File: src/rtl/rv32i_pkg.sv
// Shared decode constants, access-size type and alignment rule for the MEM stage.
package rv32i_pkg;
  localparam logic [6:0] OP_LOAD  = 7'b0000011;
  localparam logic [6:0] OP_STORE = 7'b0100011;

  localparam logic [2:0] F3_B  = 3'b000;
  localparam logic [2:0] F3_H  = 3'b001;
  localparam logic [2:0] F3_W  = 3'b010;
  localparam logic [2:0] F3_BU = 3'b100;
  localparam logic [2:0] F3_HU = 3'b101;

  typedef enum logic [1:0] {SZ_B, SZ_H, SZ_W} mem_size_t;

  function automatic logic is_aligned(input mem_size_t sz, input logic [1:0] off);
    case (sz)
      SZ_H:    return ~off[0];
      SZ_W:    return off == 2'b00;
      default: return 1'b1;
    endcase
  endfunction
endpackage

File: src/rtl/rv32i_load_align.sv
// Load data aligner: shifts the addressed lane down and sign/zero-extends it.
// Purely combinational, no latency and no flow control.
module rv32i_load_align
  import rv32i_pkg::*;
(
  input  logic [31:0] data,
  input  logic [1:0]  offset,
  input  mem_size_t   size,
  input  logic        is_unsigned,
  output logic [31:0] result
);
  logic [31:0] shifted;

  always_comb begin
    shifted = data >> {offset, 3'b000};
    case (size)
      SZ_B:    result = is_unsigned ? {24'h0, shifted[7:0]} : {{24{shifted[7]}}, shifted[7:0]};
      SZ_H:    result = is_unsigned ? {16'h0, shifted[15:0]} : {{16{shifted[15]}}, shifted[15:0]};
      default: result = shifted;
    endcase
  end
endmodule

File: src/rtl/rv32i_lsu.sv
// MEM stage: RAM data port, IO register bank, load alignment and forwarding to decode.
// Store/address outputs are combinational, load data returns one cycle later; never stalls.
module rv32i_lsu
  import rv32i_pkg::*;
#(
  parameter logic [31:0] IO_BASE = 32'h8000_0000,
  parameter int          IO_REGS = 4
) (
  input  logic                   clk,
  input  logic                   reset_n,
  input  logic [31:0]            pc_in,
  input  logic [31:0]            iw_in,
  input  logic [31:0]            alu_in,
  input  logic [31:0]            rs2_data_in,
  input  logic                   wb_en_in,
  input  logic [4:0]             wb_reg_in,
  output logic [29:0]            d_addr,
  output logic [31:0]            d_wdata,
  output logic [3:0]             d_be,
  output logic                   d_we,
  input  logic [31:0]            d_rdata,
  output logic [32*IO_REGS-1:0]  io_out,
  output logic [31:0]            pc_out,
  output logic [31:0]            iw_out,
  output logic                   wb_en_out,
  output logic [4:0]             wb_reg_out,
  output logic [31:0]            wb_data,
  output logic                   df_mem_enable,
  output logic [4:0]             df_mem_reg,
  output logic [31:0]            df_mem_data,
  output logic                   df_mem_is_load,
  output logic                   misalign_err
);
  logic [6:0]  opcode;
  logic [2:0]  funct3;
  mem_size_t   size;
  logic        is_unsigned, funct3_ok;
  logic        is_load, is_store, misalign, is_io, ram_we, io_we;
  logic [29:0] io_idx;
  logic [3:0]  be;
  logic [31:0] io_rdata;
  logic [IO_REGS-1:0][31:0] io_regs;

  logic [31:0] alu_q, io_val_q, load_src, load_data;
  logic        load_q, load_io_q, load_uns_q, err_q;
  mem_size_t   load_size_q;
  logic [1:0]  load_off_q;

  assign opcode = iw_in[6:0];
  assign funct3 = iw_in[14:12];

  always_comb begin
    size        = SZ_W;
    is_unsigned = 1'b0;
    funct3_ok   = 1'b1;
    case (funct3)
      F3_B:    size = SZ_B;
      F3_H:    size = SZ_H;
      F3_W:    size = SZ_W;
      F3_BU:   begin size = SZ_B; is_unsigned = 1'b1; end
      F3_HU:   begin size = SZ_H; is_unsigned = 1'b1; end
      default: funct3_ok = 1'b0;
    endcase
  end

  assign is_load  = funct3_ok && (opcode == OP_LOAD);
  assign is_store = funct3_ok && (opcode == OP_STORE);
  assign misalign = (is_load || is_store) && !is_aligned(size, alu_in[1:0]);
  assign is_io    = alu_in >= IO_BASE;
  assign io_idx   = alu_in[31:2] - IO_BASE[31:2];
  assign ram_we   = is_store && !misalign && !is_io;
  assign io_we    = is_store && !misalign && is_io && (size == SZ_W);

  always_comb begin
    case (size)
      SZ_B:    begin be = 4'b0001 << alu_in[1:0]; d_wdata = {4{rs2_data_in[7:0]}}; end
      SZ_H:    begin be = 4'b0011 << alu_in[1:0]; d_wdata = {2{rs2_data_in[15:0]}}; end
      default: begin be = 4'b1111;                d_wdata = rs2_data_in; end
    endcase
  end

  // Strobes are gated by reset so the RAM sees no write while the core is held.
  assign d_addr = alu_in[31:2];
  assign d_we   = reset_n & ram_we;
  assign d_be   = (reset_n && ram_we) ? be : 4'b0000;

  // Out-of-range indices match nothing and read back as zero.
  always_comb begin
    io_rdata = '0;
    for (int i = 0; i < IO_REGS; i++)
      if (io_idx == 30'(i)) io_rdata = io_regs[i];
  end

  always_ff @(posedge clk or negedge reset_n) begin
    if (!reset_n) begin
      pc_out      <= '0;
      iw_out      <= '0;
      wb_en_out   <= 1'b0;
      wb_reg_out  <= '0;
      alu_q       <= '0;
      load_q      <= 1'b0;
      load_io_q   <= 1'b0;
      load_uns_q  <= 1'b0;
      load_size_q <= SZ_B;
      load_off_q  <= '0;
      io_val_q    <= '0;
      err_q       <= 1'b0;
      io_regs     <= '0;
    end else begin
      pc_out      <= pc_in;
      iw_out      <= iw_in;
      wb_en_out   <= wb_en_in && !misalign;
      wb_reg_out  <= wb_reg_in;
      alu_q       <= alu_in;
      load_q      <= is_load && !misalign;
      load_io_q   <= is_io;
      load_uns_q  <= is_unsigned;
      load_size_q <= size;
      load_off_q  <= alu_in[1:0];
      io_val_q    <= io_rdata;
      if (misalign) err_q <= 1'b1;
      for (int i = 0; i < IO_REGS; i++)
        if (io_we && io_idx == 30'(i)) io_regs[i] <= rs2_data_in;
    end
  end

  assign load_src = load_io_q ? io_val_q : d_rdata;

  rv32i_load_align u_align (
    .data        (load_src),
    .offset      (load_off_q),
    .size        (load_size_q),
    .is_unsigned (load_uns_q),
    .result      (load_data)
  );

  assign io_out         = io_regs;
  assign wb_data        = load_q ? load_data : alu_q;
  assign df_mem_enable  = wb_en_out && !load_q;
  assign df_mem_reg     = wb_reg_out;
  assign df_mem_data    = alu_q;
  assign df_mem_is_load = load_q;
  assign misalign_err   = err_q;
endmodule
File: config.mk
export PLATFORM = sky130hd
export DESIGN_NAME = rv32i_lsu
export DESIGN_NICKNAME = d
export VERILOG_FILES = /design/src/rtl/rv32i_pkg.sv /design/src/rtl/rv32i_load_align.sv /design/src/rtl/rv32i_lsu.sv
export SDC_FILE = /design/constraint.sdc
export NUM_CORES = 1
export LEC_CHECK = 0
export CAP_MARGIN = 20
export CELL_PAD_IN_SITES_DETAIL_PLACEMENT = 0
export CELL_PAD_IN_SITES_GLOBAL_PLACEMENT = 1
export CORE_AREA = 2 2 198 200
export CTS_CLUSTER_SIZE = 10
export DETAILED_ROUTE_END_ITERATION = 16
export DIE_AREA = 0 0 200 202
export GPL_TIMING_DRIVEN = 0
export PLACE_DENSITY = 0.76
export SKIP_LAST_GASP = 1
export SYNTH_ARGS = -nofsm -noshare
export SYNTH_HDL_FRONTEND = slang
export SYNTH_SLANG_ARGS = --single-unit
File: constraint.sdc
create_clock -name clk -period 2.8 [get_ports clk]
set_input_delay 0.42 -clock clk [delete_from_list [all_inputs] [get_ports clk]]
set_output_delay 0.42 -clock clk [all_outputs]
set_load 0.01 [all_outputs]
==> impl_metrics.env, run 1 <==
export IMPL_hold_class="primary input to async pin"
export IMPL_start_util_pct=31.7
export IMPL_total_leakage_power_nw=8.44
export IMPL_grt_setup_unrepaired="true"
export IMPL_largest_register_ffs=128
export IMPL_netlist_area_mm2=0.0121
export IMPL_skew_ns=0.0224
export IMPL_nNetsFinal=1544
export IMPL_ys_async_sr_fraction_pct=100
export IMPL_timing_slew_headroom_pct=37.6
export IMPL_critical_path_buf_inv_count=3
export IMPL_detail_route_vias_per_cell=4.74
export IMPL_first_global_vias=9824
export IMPL_clkSlewWorstSetupHoldPaths_ns=0.05
export IMPL_synth_lib_cells_used_distinct=43
export IMPL_flow_area_growth_from_synthesis_pct=62.0
export IMPL_power_density_cell_area_mw_per_mm2=485
export IMPL_timing_final_hold_violations=0
export IMPL_htree_levels=2
export IMPL_sequential_cell_area_fraction_in_the_yosys_report_pct=55.3
export IMPL_number_of_cell_rows=72
export IMPL_arrival_ns=2.42
export IMPL_synthesis_nets=976
export IMPL_tritoncts_num_sinks=268
export IMPL_clock_path_buffers=3
export IMPL_highest_delay_cell_along_the_critical_path="sky130_fd_sc_hd__mux4_2"
export IMPL_firstDrtPassIters=4
export IMPL_drtAntennaViolNets=0
export IMPL_post_route_cells_drive_above_1_share_pct=30.6
export IMPL_ys_warnings_count=0
export IMPL_postRouteWirelength_mm=46.8
export IMPL_worst_slew_pin_transition_ns=0.936
export IMPL_clockRootBuffer="sky130_fd_sc_hd__clkbuf_16"
export IMPL_floorplan_io_pins=505
export IMPL_critical_path_top_cell_by_count="sky130_fd_sc_hd__buf_6"
export IMPL_data_required_time_of_the_critical_path_ns=2.38
export IMPL_post_route_min_period_ns=2.84
export IMPL_peak_supply_drop_mv=0.408
export IMPL_failing_checks="setup timing"
export IMPL_worstPathCellList="buf_6 > mux4_2 > and2_4 > o221ai_4 > buf_6 > a31oi_4 > buf_2"
export IMPL_highest_attainable_clock_frequency_ghz=0.352
export IMPL_critPathMaxStageDelay_ns=0.52
export IMPL_grt_remaining_overflow=0
export IMPL_critPathKind="flop to output port"
export IMPL_fin_ws_ns=-0.0380
export IMPL_totalPowerFinal_w=0.00953
export IMPL_cts_buffers_inserted=35
export IMPL_remaining_drc_errors=0
export IMPL_n_fill_cell=3338
export IMPL_route_vias_total=9063
export IMPL_synth_ff_latch_count=268
export IMPL_crit_path_end_kind="output port"
export IMPL_run_status="finished with violations"
export IMPL_yosys_most_used_dff="sky130_fd_sc_hd__dfrtp_1"
export IMPL_clkLatencyLatePin_ns=0.53
export IMPL_post_dp_cell_area_mm2=0.0179
export IMPL_cp_max_fo=5
export IMPL_maxSlewViolCount=0
export IMPL_route_detailed_wl_per_inst_um=24.5
export IMPL_core_area_mm2=0.0383
export IMPL_io_buffer_count=504
export IMPL_number_of_antenna_violations_at_the_first_check_in_global_routing=6
export IMPL_synth_edf_count=0
export IMPL_dp_hpwl_mm=35.2
export IMPL_synthesis_area_per_instance_um2=15.0
export IMPL_synthCells=808
export IMPL_critical_path_top_delay_family="multiplexers"
export IMPL_grt_total_usage_pct=23.1
export IMPL_drt_iter0_drc=399
export IMPL_cap_violations=0
export IMPL_holdWs_ns=0.000685
export IMPL_setup_viol=14
export IMPL_maximum_number_of_pins_on_one_net_before_global_route_repair=123
export IMPL_final_setup_tns_ns=-0.293
export IMPL_die_area_mm2=0.0404
export IMPL_finalInstanceArea_mm2=0.0196
export IMPL_timing_critical_path_from_type="flop"
export IMPL_clock_tree_from_tritoncts="yes"
export IMPL_die_width_um=200
export IMPL_grt_pass1_wl_mm=67.2
export IMPL_layout_worst_path_cycle_share_pct=101
export IMPL_gp_routability_congestion=0.872
export IMPL_die_y_extent_um=202
[cell type report]
cell class,instances,area [µm²],area share (%)
well taps,518,648,3.30
diodes,3,7.51,0.0382
clock inverters,4,47.5,0.242
multi-input cells,442,5180,26.4
inverters,5,21.3,0.108
flip-flops and latches,268,6710,34.2
repair buffers,532,5310,27.0
clock buffers,49,1020,5.20
plain buffers,92,702,3.57
[metrics by stage]
step           std cells  util, %  worst slack [ns]
2_1_floorplan        808        -             0.532
3_3_place_gp        1830     46.5            -10.13
3_5_place_dp        1832     46.7             -1.23
4_1_cts             1900     50.7           -0.0902
5_1_grt             1912     51.3            -0.132
6_report            1913     51.3           -0.0380
[cell families (layout without fill, tap and decap cells)]
logic type	after synthesis	after routing	synth area share, %
compound gates	63	63	3.43
buf+inv	98	682	5.21
flops	268	268	55.3
mux	226	226	28.7
other cells	0	3	0
simple gates	153	153	7.31
[per-layer routing]
layer	vias up	wire, µm	global-route usage, %
met5	-	13	0
met4	2	1250	7.38
met3	67	3750	6.89
met2	371	23300	39.9
met1	4616	18500	27.4
li1	4007	-	-
[Yosys cell counts, types with 4 or more instances]
library cell                  n  share of area [%]
sky130_fd_sc_hd__dfrtp_1    268                 55
sky130_fd_sc_hd__mux2_4     120                 15
sky130_fd_sc_hd__mux4_2      47                8.7
sky130_fd_sc_hd__buf_4       44                2.7
sky130_fd_sc_hd__nor2_1      39                1.2
sky130_fd_sc_hd__nand2_1     38                1.2
sky130_fd_sc_hd__nor2b_1     38                2.0
sky130_fd_sc_hd__mux2i_1     32                2.6
sky130_fd_sc_hd__a31oi_1     30                1.5
sky130_fd_sc_hd__mux2_2      27                2.5
sky130_fd_sc_hd__clkbuf_1    23               0.71
sky130_fd_sc_hd__buf_6       12                1.1
sky130_fd_sc_hd__nand2b_1    10               0.52
sky130_fd_sc_hd__o21ai_0     10               0.41
sky130_fd_sc_hd__o2bb2ai_1    8               0.58
sky130_fd_sc_hd__buf_1        7               0.22
sky130_fd_sc_hd__buf_2        7               0.29
sky130_fd_sc_hd__nor4_1       6               0.31
sky130_fd_sc_hd__a21oi_1      4               0.17
sky130_fd_sc_hd__inv_1        4               0.12
sky130_fd_sc_hd__nor4_4       4               0.70
sky130_fd_sc_hd__o21a_1       4               0.25
sky130_fd_sc_hd__or2_2        4               0.21
[repair_timing]
action / CTS / global route
hold buffers: 2 / 0
setup endpoints to repair: 61 / 140
endpoints found under the hold margin: 24 / 0
pin swaps: 8 / 8
gates cloned: 2 / 0
setup buffers: 12 / 7
gates resized for setup: 195 / 52
[power by group]
part	internal, W	switching, W	total [W]
Combinational	0.000707	0.000581	0.00129
Clock	0.00260	0.00165	0.00425
Sequential	0.00396	0.0000395	0.00400
[layout by cell type, fill, tap and decap left out, drive strengths merged, types with 2 or more instances in the layout]
cell           count
clkdlybuf4s50    461
dfrtp            268
mux2             147
buf              117
clkbuf            76
mux4              47
nor2              39
nor2b             38
nand2             38
mux2i             32
a31oi             30
o21ai             11
nor4              11
nand2b            10
dlygate4sd2        9
o2bb2ai            8
inv                5
a21oi              4
o21a               4
dlymetal6s2s       4
or2                4
clkdlybuf4s15      4
diode              3
nand3              3
and2               2
o221ai             2
clkinv             2
nor4b              2
o22ai              2
[path summary, 6_finish.rpt]
path                                   start         endpoint  slack, ns  depth (start not counted)
worst max-delay path               load_io_q      wb_data[24]      -0.04                          7
min in group clk                   iw_in[13]       iw_out[13]       0.20                          1
worst min register to register  misalign_err     misalign_err       0.47                          1
worst min-delay path                 reset_n     io_val_q[19]     0.0007                          2
worst max register to register    io_out[69]      io_val_q[5]       1.51                          2
max in group asynchronous            reset_n  df_mem_data[29]       1.79                          3
No activity file was read; power rests on OpenSTA's default activity.
==> run 2, diff against run 1 <==
CAP_MARGIN = 10   (was 20)
==> run 2 against run 1 <==
Via count is essentially flat. Die area is the same. Cell count shrank 0.10%. The run still ends with setup timing left. Clock skew grew 0.00086 ns. Global-route usage is the same. Combinational power is essentially flat. Utilization shrank 0.079 points.
==> impl_metrics.env, run 2 (synthesis gave the netlist of run 1 again) <==
export IMPL_run_status="finished with violations"
export IMPL_failing_checks="setup timing"
export IMPL_drt_iter0_drc=363
export IMPL_detail_route_vias_per_cell=4.74
export IMPL_arrival_ns=2.42
export IMPL_n_fill_cell=3337
export IMPL_clock_path_buffers=3
export IMPL_peak_supply_drop_mv=0.408
export IMPL_clock_tree_from_tritoncts="yes"
export IMPL_dp_hpwl_mm=35.2
export IMPL_maximum_number_of_pins_on_one_net_before_global_route_repair=123
export IMPL_cts_buffers_inserted=35
export IMPL_cap_violations=0
export IMPL_grt_setup_unrepaired="true"
export IMPL_die_y_extent_um=202
export IMPL_tritoncts_num_sinks=268
export IMPL_largest_register_ffs=128
export IMPL_post_route_min_period_ns=2.84
export IMPL_data_required_time_of_the_critical_path_ns=2.38
export IMPL_io_buffer_count=504
export IMPL_critical_path_buf_inv_count=3
export IMPL_hold_class="primary input to async pin"
export IMPL_power_density_cell_area_mw_per_mm2=486
export IMPL_firstDrtPassIters=4
export IMPL_highest_attainable_clock_frequency_ghz=0.353
export IMPL_first_global_vias=9824
export IMPL_crit_path_end_kind="output port"
export IMPL_drtAntennaViolNets=0
export IMPL_met2_usage_pct=39.9
export IMPL_critPathMaxStageDelay_ns=0.52
export IMPL_mostFrequentLayoutCells="461 x sky130_fd_sc_hd__clkdlybuf4s50_1, 267 x sky130_fd_sc_hd__dfrtp_1, 120 x sky130_fd_sc_hd__mux2_4"
export IMPL_htree_levels=2
export IMPL_post_route_cells_drive_above_1_share_pct=30.5
export IMPL_remaining_drc_errors=0
export IMPL_setup_viol=13
export IMPL_most_common_cell_after_layout_fill_and_taps_aside="sky130_fd_sc_hd__clkdlybuf4s50_1"
export IMPL_cp_max_fo=5
export IMPL_timing_critical_path_from_type="flop"
export IMPL_core_area_mm2=0.0383
export IMPL_grt_met3_usage_pct=6.89
export IMPL_floorplan_io_pins=505
export IMPL_die_width_um=200
export IMPL_critPathKind="flop to output port"
export IMPL_start_util_pct=31.7
export IMPL_critical_path_top_delay_family="multiplexers"
export IMPL_critical_path_top_cell_by_count="sky130_fd_sc_hd__buf_6"
export IMPL_layout_worst_path_cycle_share_pct=101
export IMPL_timing_slew_headroom_pct=29.5
export IMPL_route_vias_total=9064
export IMPL_clockRootBuffer="sky130_fd_sc_hd__clkbuf_16"
export IMPL_totalPowerFinal_w=0.00953
export IMPL_route_detailed_wl_per_inst_um=24.5
export IMPL_clkSlewWorstSetupHoldPaths_ns=0.05
export IMPL_timing_final_hold_violations=0
export IMPL_worst_slew_pin_transition_ns=1.06
export IMPL_postRouteWirelength_mm=46.8
export IMPL_nNetsFinal=1542
export IMPL_total_leakage_power_nw=8.42
export IMPL_die_area_mm2=0.0404
export IMPL_grt_pass1_wl_mm=67.2
export IMPL_grt_total_usage_pct=23.1
export IMPL_fin_ws_ns=-0.0367
export IMPL_worstPathCellList="buf_6 > mux4_2 > and2_4 > o221ai_4 > buf_6 > a31oi_4 > buf_2"
export IMPL_highest_delay_cell_along_the_critical_path="sky130_fd_sc_hd__mux4_2"
export IMPL_maxSlewViolCount=0
export IMPL_number_of_antenna_violations_at_the_first_check_in_global_routing=6
export IMPL_dp_cells=1832
export IMPL_busiest_layer="met2"
export IMPL_skew_ns=0.0233
export IMPL_number_of_cell_rows=72
export IMPL_gp_routability_congestion=0.872
export IMPL_grt_remaining_overflow=0
export IMPL_fin_cells=1911
export IMPL_clkLatencyLatePin_ns=0.53
export IMPL_grt_util_met1_pct=27.4
export IMPL_flow_area_growth_from_synthesis_pct=61.8
==> run 2: final cells by class <==
cell class / count / area [µm²] / share of cell area (%)
diodes: 3 / 7.51 / 0.0383
plain buffers: 92 / 702 / 3.58
clock buffers: 49 / 1020 / 5.21
clock inverters: 4 / 47.5 / 0.242
inverters: 5 / 21.3 / 0.108
multi-input cells: 442 / 5180 / 26.4
flip-flops and latches: 268 / 6710 / 34.2
well taps: 518 / 648 / 3.30
repair buffers: 530 / 5280 / 26.9
==> run 2: repair_timing <==
action / 4_1_cts / 5_1_grt
hold buffers: 2 / 0
pin swaps: 8 / 8
resized for setup: 195 / 52
setup buffers: 12 / 7
setup endpoints to repair: 61 / 140
gates cloned: 2 / 0
hold endpoints to repair: 24 / 0
==> run 2: metrics by stage <==
step	setup slack [ns]	hold slack (ns)	utilization, %	setup TNS [ns]	area [µm²]
finish	-0.0367	0.00240	51.2	-0.273	19600
global route	-0.132	0.0423	51.2	-2.13	19600
CTS	-0.0902	0.0412	50.7	-1.22	19400
detailed placement	-1.23	0.283	46.7	-98.60	17900
global placement	-10.13	0.460	46.5	-2845.77	17800
floorplan	0.532	0.124	-	0	12100
==> run 2: per-layer routing <==
layer,wire (µm),share of wire (%)
met1,18500,39
met2,23300,50
met3,3810,8.1
met4,1250,2.7
met5,13,0.028
==> run 2: worst paths after layout <==
kind / slack [ns] / cells after the start / end / start
setup reg to reg: 1.51 / 2 / io_val_q[5] / io_out[69]
setup / recovery: -0.04 / 7 / wb_data[24] / load_io_q
max in group asynchronous: 1.79 / 3 / df_mem_data[8] / reset_n
hold / removal: 0.002 / 2 / io_val_q[19] / reset_n
min in group clk: 0.20 / 1 / iw_out[13] / iw_in[13]
hold reg to reg: 0.47 / 1 / misalign_err / misalign_err
==> run 2: power by group <==
| part | switching (W) | internal, W |
|---|---|---|
| clock network | 0.00165 | 0.00260 |
| logic | 0.000579 | 0.000703 |
| registers | 0.0000392 | 0.00396 |
==> run 3, diff against run 2 <==
HOLD_SLACK_MARGIN = 0.02   (was default)
==> results of run 3 <==
Same layout as run 2: the final DEF is identical, and so are final timing and power.
